## src/rtl/rc4_pkg.sv

```systemverilog
// rc4_pkg -- shared definitions for the RC4 key-schedule and PRGA/decrypt FSMs.
//   prga_state_t : state encoding of the PRGA/decrypt FSM
//   BYTE_W       : datapath byte width
//   ASCII_LO/HI  : inclusive bounds of the accepted lower-case letter range
//   ASCII_SP     : the only other accepted plaintext byte (space)
package rc4_pkg;

  localparam int unsigned BYTE_W = 8;

  localparam logic [BYTE_W-1:0] ASCII_LO = 8'h61;
  localparam logic [BYTE_W-1:0] ASCII_HI = 8'h7A;
  localparam logic [BYTE_W-1:0] ASCII_SP = 8'h20;

  typedef enum logic [4:0] {
    ST_IDLE,
    ST_INC_I,
    ST_RD_SI,
    ST_WAIT_SI,
    ST_GET_SI,
    ST_ACC_J,
    ST_RD_SJ,
    ST_WAIT_SJ,
    ST_GET_SJ,
    ST_WR_SI,
    ST_WR_SJ,
    ST_RD_F,
    ST_WAIT_F,
    ST_GET_F,
    ST_WR_DEC,
    ST_NEXT_K,
    ST_DONE
  } prga_state_t;

endpackage

```

## src/rtl/prga_decrypt_fsm.sv

```systemverilog
// prga_decrypt_fsm -- RC4 PRGA / decrypt stage.
// Walks the S array left by the key schedule, producing one keystream byte
// per message byte, XORs it with the ciphertext ROM and writes plaintext to
// the decrypted RAM. Flags any plaintext byte outside {a..z, space}.
// Ports:
//   clk, reset          clock, synchronous active-high reset
//   start               level request, sampled only while idle
//   finish              single-cycle completion pulse
//   msg_invalid         sticky non-printable flag, cleared on start
//   s_address/s_data/s_wren/s_q          S memory (1-cycle read latency)
//   rom_address/rom_q                    ciphertext ROM (1-cycle read latency)
//   dec_address/dec_data/dec_wren        plaintext RAM
module prga_decrypt_fsm
  import rc4_pkg::*;
#(
  parameter int unsigned MSG_LEN          = 32,
  parameter bit          ABORT_ON_INVALID = 1'b1
) (
  input  logic       clk,
  input  logic       reset,
  input  logic       start,
  output logic       finish,
  output logic       msg_invalid,
  output logic [7:0] s_address,
  output logic [7:0] s_data,
  output logic       s_wren,
  input  logic [7:0] s_q,
  output logic [7:0] rom_address,
  input  logic [7:0] rom_q,
  output logic [7:0] dec_address,
  output logic [7:0] dec_data,
  output logic       dec_wren
);

  localparam logic [8:0] K_LAST = 9'(MSG_LEN - 1);

  prga_state_t       state;
  logic [7:0]        i;
  logic [7:0]        j;
  logic [8:0]        k;
  logic [7:0]        s_i;
  logic [7:0]        s_j;
  logic [7:0]        f;
  logic [7:0]        dec_byte;
  logic              byte_ok;

  // rom_q stays valid from GET_F onward because rom_address is held.
  always_comb begin
    dec_byte = f ^ rom_q;
    byte_ok  = ((dec_byte >= ASCII_LO) && (dec_byte <= ASCII_HI)) ||
               (dec_byte == ASCII_SP);
  end

  always_ff @(posedge clk) begin
    if (reset) begin
      state       <= ST_IDLE;
      i           <= '0;
      j           <= '0;
      k           <= '0;
      s_i         <= '0;
      s_j         <= '0;
      f           <= '0;
      finish      <= 1'b0;
      msg_invalid <= 1'b0;
      s_address   <= '0;
      s_data      <= '0;
      s_wren      <= 1'b0;
      rom_address <= '0;
      dec_address <= '0;
      dec_data    <= '0;
      dec_wren    <= 1'b0;
    end else begin
      s_wren   <= 1'b0;
      dec_wren <= 1'b0;
      finish   <= 1'b0;
      case (state)
        ST_IDLE: begin
          if (start) begin
            i           <= '0;
            j           <= '0;
            k           <= '0;
            msg_invalid <= 1'b0;
            state       <= ST_INC_I;
          end
        end
        ST_INC_I: begin
          i     <= i + 8'd1;
          state <= ST_RD_SI;
        end
        ST_RD_SI: begin
          s_address <= i;
          state     <= ST_WAIT_SI;
        end
        ST_WAIT_SI: state <= ST_GET_SI;
        ST_GET_SI: begin
          s_i   <= s_q;
          state <= ST_ACC_J;
        end
        ST_ACC_J: begin
          j     <= j + s_i;
          state <= ST_RD_SJ;
        end
        ST_RD_SJ: begin
          s_address <= j;
          state     <= ST_WAIT_SJ;
        end
        ST_WAIT_SJ: state <= ST_GET_SJ;
        ST_GET_SJ: begin
          s_j   <= s_q;
          state <= ST_WR_SI;
        end
        // Write strobes are registered, so each write lands during the
        // following state; the S[j] write completes before the f read
        // address reaches the memory.
        ST_WR_SI: begin
          s_address <= i;
          s_data    <= s_j;
          s_wren    <= 1'b1;
          state     <= ST_WR_SJ;
        end
        ST_WR_SJ: begin
          s_address <= j;
          s_data    <= s_i;
          s_wren    <= 1'b1;
          state     <= ST_RD_F;
        end
        ST_RD_F: begin
          s_address   <= s_i + s_j;
          rom_address <= k[7:0];
          state       <= ST_WAIT_F;
        end
        ST_WAIT_F: state <= ST_GET_F;
        ST_GET_F: begin
          f     <= s_q;
          state <= ST_WR_DEC;
        end
        ST_WR_DEC: begin
          dec_address <= k[7:0];
          dec_data    <= dec_byte;
          dec_wren    <= 1'b1;
          if (!byte_ok) msg_invalid <= 1'b1;
          state <= ST_NEXT_K;
        end
        ST_NEXT_K: begin
          if ((k == K_LAST) || (ABORT_ON_INVALID && msg_invalid)) begin
            state <= ST_DONE;
          end else begin
            k     <= k + 9'd1;
            state <= ST_INC_I;
          end
        end
        ST_DONE: begin
          finish <= 1'b1;
          state  <= ST_IDLE;
        end
        default: state <= ST_IDLE;
      endcase
    end
  end

endmodule

```

## config.mk

```make
export PLATFORM = sky130hd
export DESIGN_NAME = prga_decrypt_fsm
export DESIGN_NICKNAME = d
export VERILOG_FILES = /design/src/rtl/rc4_pkg.sv /design/src/rtl/prga_decrypt_fsm.sv
export SDC_FILE = /design/constraint.sdc
export NUM_CORES = 1
export LEC_CHECK = 0
export CAP_MARGIN = 25
export CELL_PAD_IN_SITES_DETAIL_PLACEMENT = 1
export CELL_PAD_IN_SITES_GLOBAL_PLACEMENT = 2
export CORE_UTILIZATION = 31
export CTS_BUF_LIST = sky130_fd_sc_hd__clkbuf_8
export DETAILED_ROUTE_END_ITERATION = 8
export PLACE_DENSITY_LB_ADDON = 0.1
export SETUP_SLACK_MARGIN = 0.15
export SLEW_MARGIN = 20
export SYNTH_ARGS = -nofsm -noshare
export SYNTH_HDL_FRONTEND = slang
export SYNTH_SLANG_ARGS = --single-unit
```

## constraint.sdc

```tcl
create_clock -name clk -period 2.03 [get_ports clk]
set_input_delay 0.609 -clock clk [delete_from_list [all_inputs] [get_ports clk]]
set_output_delay 0.609 -clock clk [all_outputs]
set_load 0.03 [all_outputs]
```

==> After elaboration in Yosys (flattened, before gate mapping) <==
Index checks and enable logic that the tools add are counted.
{ "totals": {"register_bits": 98, "latch_bits": 0, "mem_bits_rw": 0, "romBits": 0, "inputBits": 19, "out_inout_bits": 44, "elab_cells": 78, "memories": 0} }
{ "op_classes": {"add_sub_neg": 4, "n_mul": 0, "div_mod_pow": 0, "magnitude_cmp": 2, "eq_ne": 21, "n_shift": 0, "muxes": 17, "bitwise": 1, "reduce_logical": 17} }
{ "op_table": {"columns": ["operator", "count"], "rows": [
  ["$pmux W5 S16", 1],
  ["$pmux W8 S2", 3],
  ["$eq A5 B4 Y1 const B", 8],
  ["$pmux W8 S3", 1],
  ["$eq A5 B3 Y1 const B", 4],
  ["$mux W9", 2],
  ["$pmux W9 S2", 1],
  ["$add A8 B8 Y8", 2],
  ["$eq A5 B2 Y1 const B", 2],
  ["$mux W5", 2],
  ["$reduce_bool A2 Y1", 5],
  ["$add A9 B1 Y9 const B", 1],
  ["$eq A9 B5 Y1 const B", 1],
  ["$add A8 B1 Y8 const B", 1],
  ["$eq A8 B6 Y1 const B", 1],
  ["$ge A8 B7 Y1 const B", 1],
  ["$le A8 B7 Y1 const B", 1],
  ["$mux W8", 1],
  ["$xor A8 B8 Y8", 1],
  ["$ne A2 B2 Y1 const B", 3],
  ["$reduce_and A3 Y1", 2],
  ["$reduce_or A2 Y1", 3],
  ["$eq A5 B1 Y1 const B", 1],
  ["$eq A5 B5 Y1 const B", 1],
  ["other kinds (7)", 13]
]} }

==> Longest topological paths before layout <==
{ "depth": {"ltp_word": 6, "mapped_depth": 7, "ltp_nobuf": 7} }

==> Least setup slack after synthesis <==
OpenSTA, ideal clock, no wires.
{ "synth_timing": {"kind": "reg-to-reg", "start": "register k[0]", "end": "register k[8]", "setup_ns": 0.070, "t_arrival_ns": 2.107, "t_required_ns": 1.960, "slack_ns": -0.146, "path_stages_with_launch": 7, "n_path_buf": 0, "synth_period_minus_slack_ns": 2.176, "path_cell_list": "dfxtp_1 ha_1 and2_4 a41o_1 a2111o_1 or4_1 a21oi_1"} }
{ "synth_via": {"elab_chain_len": 4, "elab_cells_between_ends": 7, "classes_between": "add/sub (1); eq/ne (2); mux (2); reduce/logical (2)"} }
{ "synth_lines": {"columns": ["item", "line", "text"], "rows": [
  ["start: declaration", "prga_decrypt_fsm.sv:40", "logic [8:0] k;"],
  ["start signal: assignment", "prga_decrypt_fsm.sv:148", "k <= k + 9'd1;"],
  ["parallel branches: the longest is 4 deep, another holds $add A9 B1 Y9", null, null]
]} }
Several ways; the timed one is not identified. The select of a mux whose other input is x is not followed.
A chain may end at the register's enable or synchronous reset.

==> Worst setup path after layout <==
{ "layout_timing": {"start": "register k[1]", "end": "register k[7]"} }
Same word-level chain as after synthesis.

==> run metrics <==
syn avg cell area=8.575 µm²; Filler Cell Count=roughly 1700; most common cell in the netlist=dfxtp_1; Clock Path Buffers=2; HP Class=reg -> reg; Netlist cell types=59; Metal-1 WL=6740 µm; total routed wirelength=14320 µm; die extent in y=124.0 µm; Initial Util=a little under a third; HP Start=dec_address[4]; Die W=124.0 µm; max_cap viols=0; metal3 WL=434 µm; die area=0.01537 mm²; final setup margin=-0.01157 ns; leakage=about 2.6 nW; Required @ worst endpoint=2.35 ns; asr flop ratio synth=0%; Post-Syn Instances=538; flops & latches, synth=roughly 100; Syn Nets=575; Tot Pwr=3.718 mW; placed insts=between 800 and 900; synth warn=0; Main synth FF type=dfxtp_1; synth-to-layout area growth=34.77%; Placeable Area=0.01453 mm²; run status=complete, but fails checks; Max Slew Vio Count=0; Synth area leaders=dfxtp_1, nor2_1, a21oi_1; routed len/inst=17.03 µm; Reg-to-Reg Start=k[1]; DP HPWL=11020 µm; gr ovfl total=0; TritonRoute pass-1 iters=4; crit share post-route=100.6%; Ant. Diodes=0; via/cell ratio=5.205; fin nets=689; I/O Buffers=62; All-Layer GR Usage=19.58%; EDFF count, synth=0; clock-pin slew on the worst setup and hold paths=0.10 ns; hold_buf cts=0; Sink Count=98; Pwr Density=598.0 mW/mm²; Setup Skew=0.007089 ns; Yosys top cell by area=dfxtp_1; register area share after synthesis=42.53%; clock latency on the worst-skew pair=0.39 ns; post-synthesis cell area=0.004613 mm²; Synth top area share=a little over two fifths; path type of the worst setup path=reg -> reg; final setup vio count=2; met2 WL=6966 µm; largest net degree at the start of global routing=34; Worst setup startpoint=k[1]; Setup TNS=-0.01495 ns; Hold Violations, Final=0; CTS tree=built; 1st-iter DRT viols=157; top cells by count, synth=dfxtp_1, nor2_1, nand2_1; CTS H-tree depth=3; crit path launch type=flop; relative slew slack=70.38%; actual slew at the worst max-slew pin=0.4427 ns; global-route wire length before repair=22850 µm; post-route ant nets=0; Final Instance Count excl. Fillers=around 840; failing checks=negative setup slack; RSZ-0062 raised after global routing=true; CP Capture Type=flop; Peak VDD IR=347.5 µV; RePlAce Congestion=0.8176; number of global-route vias before repair=around 4500; Max Fclk=489.8 MHz; layout cells sized above 1=19.33%; clk root buf=clkbuf_8; initial antenna violation count=0; CTS Buf Count=9; final hold slack=between 0.4 and 0.5 ns; Tmin final=just over 2 ns; DRC violations left=0; Worst Path Max Fanout=5; DR top layer=met4; FP Rows=44; via count=approximately 4400; I/O pin cnt=63; Critical Path AT=2.37 ns
cell type report:
class | instances | area (µm²) | area share [%]
Inverter | 2 | 7.507 | 0.1207
Tap cell | 184 | 230.2 | 3.703
Timing Repair Buffer | 131 | 1099 | 17.67
Sequential cell | 98 | 1977 | 31.80
Clock inverter | 7 | 53.80 | 0.8654
Clock buffer | 9 | 123.9 | 1.992
Multi-Input combinational cell | 410 | 2726 | 43.85
metrics by stage:
step	area, µm²	util (%)	setup WS [ns]
after global placement	5873	40.41	-0.3778
after floorplan	4664	-	0.02740
after global routing	6217	42.78	-0.05262
final	6217	42.78	-0.01157
after detailed placement	5873	40.41	-0.4191
after CTS	6076	41.80	-0.03392
routing by layer:
layer | track usage [%] | up-vias
li1 | - | 2169
met1 | 24.35 | 2149
met2 | 33.30 | 48
met3 | 5.220 | 11
met4 | 5.134 | 0
met5 | 0 | -
cell families (layout without fill, tap and decap cells):
logic type / count (synthesis) / count (layout) / share of synthesized area [%]
DFF: 98 / 98 / 42.53
AOI/OAI and AO/OA: 140 / 140 / 20.12
and+or+nand+nor: 212 / 212 / 21.29
buffers and inverters: 30 / 149 / 2.766
adders and majority gates: 18 / 18 / 5.207
xor gates and xnor gates: 23 / 23 / 4.367
muxes: 17 / 17 / 3.716
report_power, final:
| part | internal, mW | switching, mW |
|---|---|---|
| combinational | 0.222 | 0.299 |
| sequential | 1.95 | 0.0253 |
| clock | 0.459 | 0.762 |
| total | 2.63 | 1.09 |
flip-flops by register name, summed over array words and instances (netlist names), 8 cells and up:
name and count:
s_i 8, s_j 8, j 8, rom_address 8, i 8, f 8
s_data 8, s_address 8, k 9, dec_address 8, dec_data 8
worst paths after layout:
kind,endpoint,slack (ns),depth (start not counted)
worst min-delay path,dec_address[4],0.46,2
worst max register to register,k[7],-0.01,6
worst min register to register,dec_address[4],0.46,2
worst max-delay path,k[7],-0.01,6
what timing repair did:
| item | in CTS | in global routing |
|---|---|---|
| gates resized for setup | 56 | 29 |
| endpoints found under the setup margin | 57 | 20 |
| pin swaps | 8 | 23 |
| setup buffers | 5 | 2 |
critical path: stages (launching register included):
cell	delay, ns
dfxtp_2	0.35
ha_4	0.16
and2_4	0.15
a41o_1	0.22
a2111o_1	0.45
or4_1	0.52
a21oi_1	0.13
layout by cell type, fill, tap and decap left out, types with 4 or more instances in the layout:
master and n:
dfxtp_1 90, nor2_1 71, buf_4 65, nand2_1 59, a21oi_1 49, dlygate4sd2_1 43
nand3_1 24, a211oi_1 20, clkdlybuf4s50_1 17, mux2i_1 16, xnor2_1 12, ha_1 11
o21ai_0 10, xor2_1 9, nor3_1 9, clkbuf_8 9, o22ai_1 8, nand2b_1 7
or3_1 7, a22oi_1 6, dfxtp_2 6, ha_4 5, o31ai_1 4, nor2b_1 4
a21o_1 4, a221oi_1 4, nand3b_1 4
Note: power is estimated with default switching activity, not from simulation.
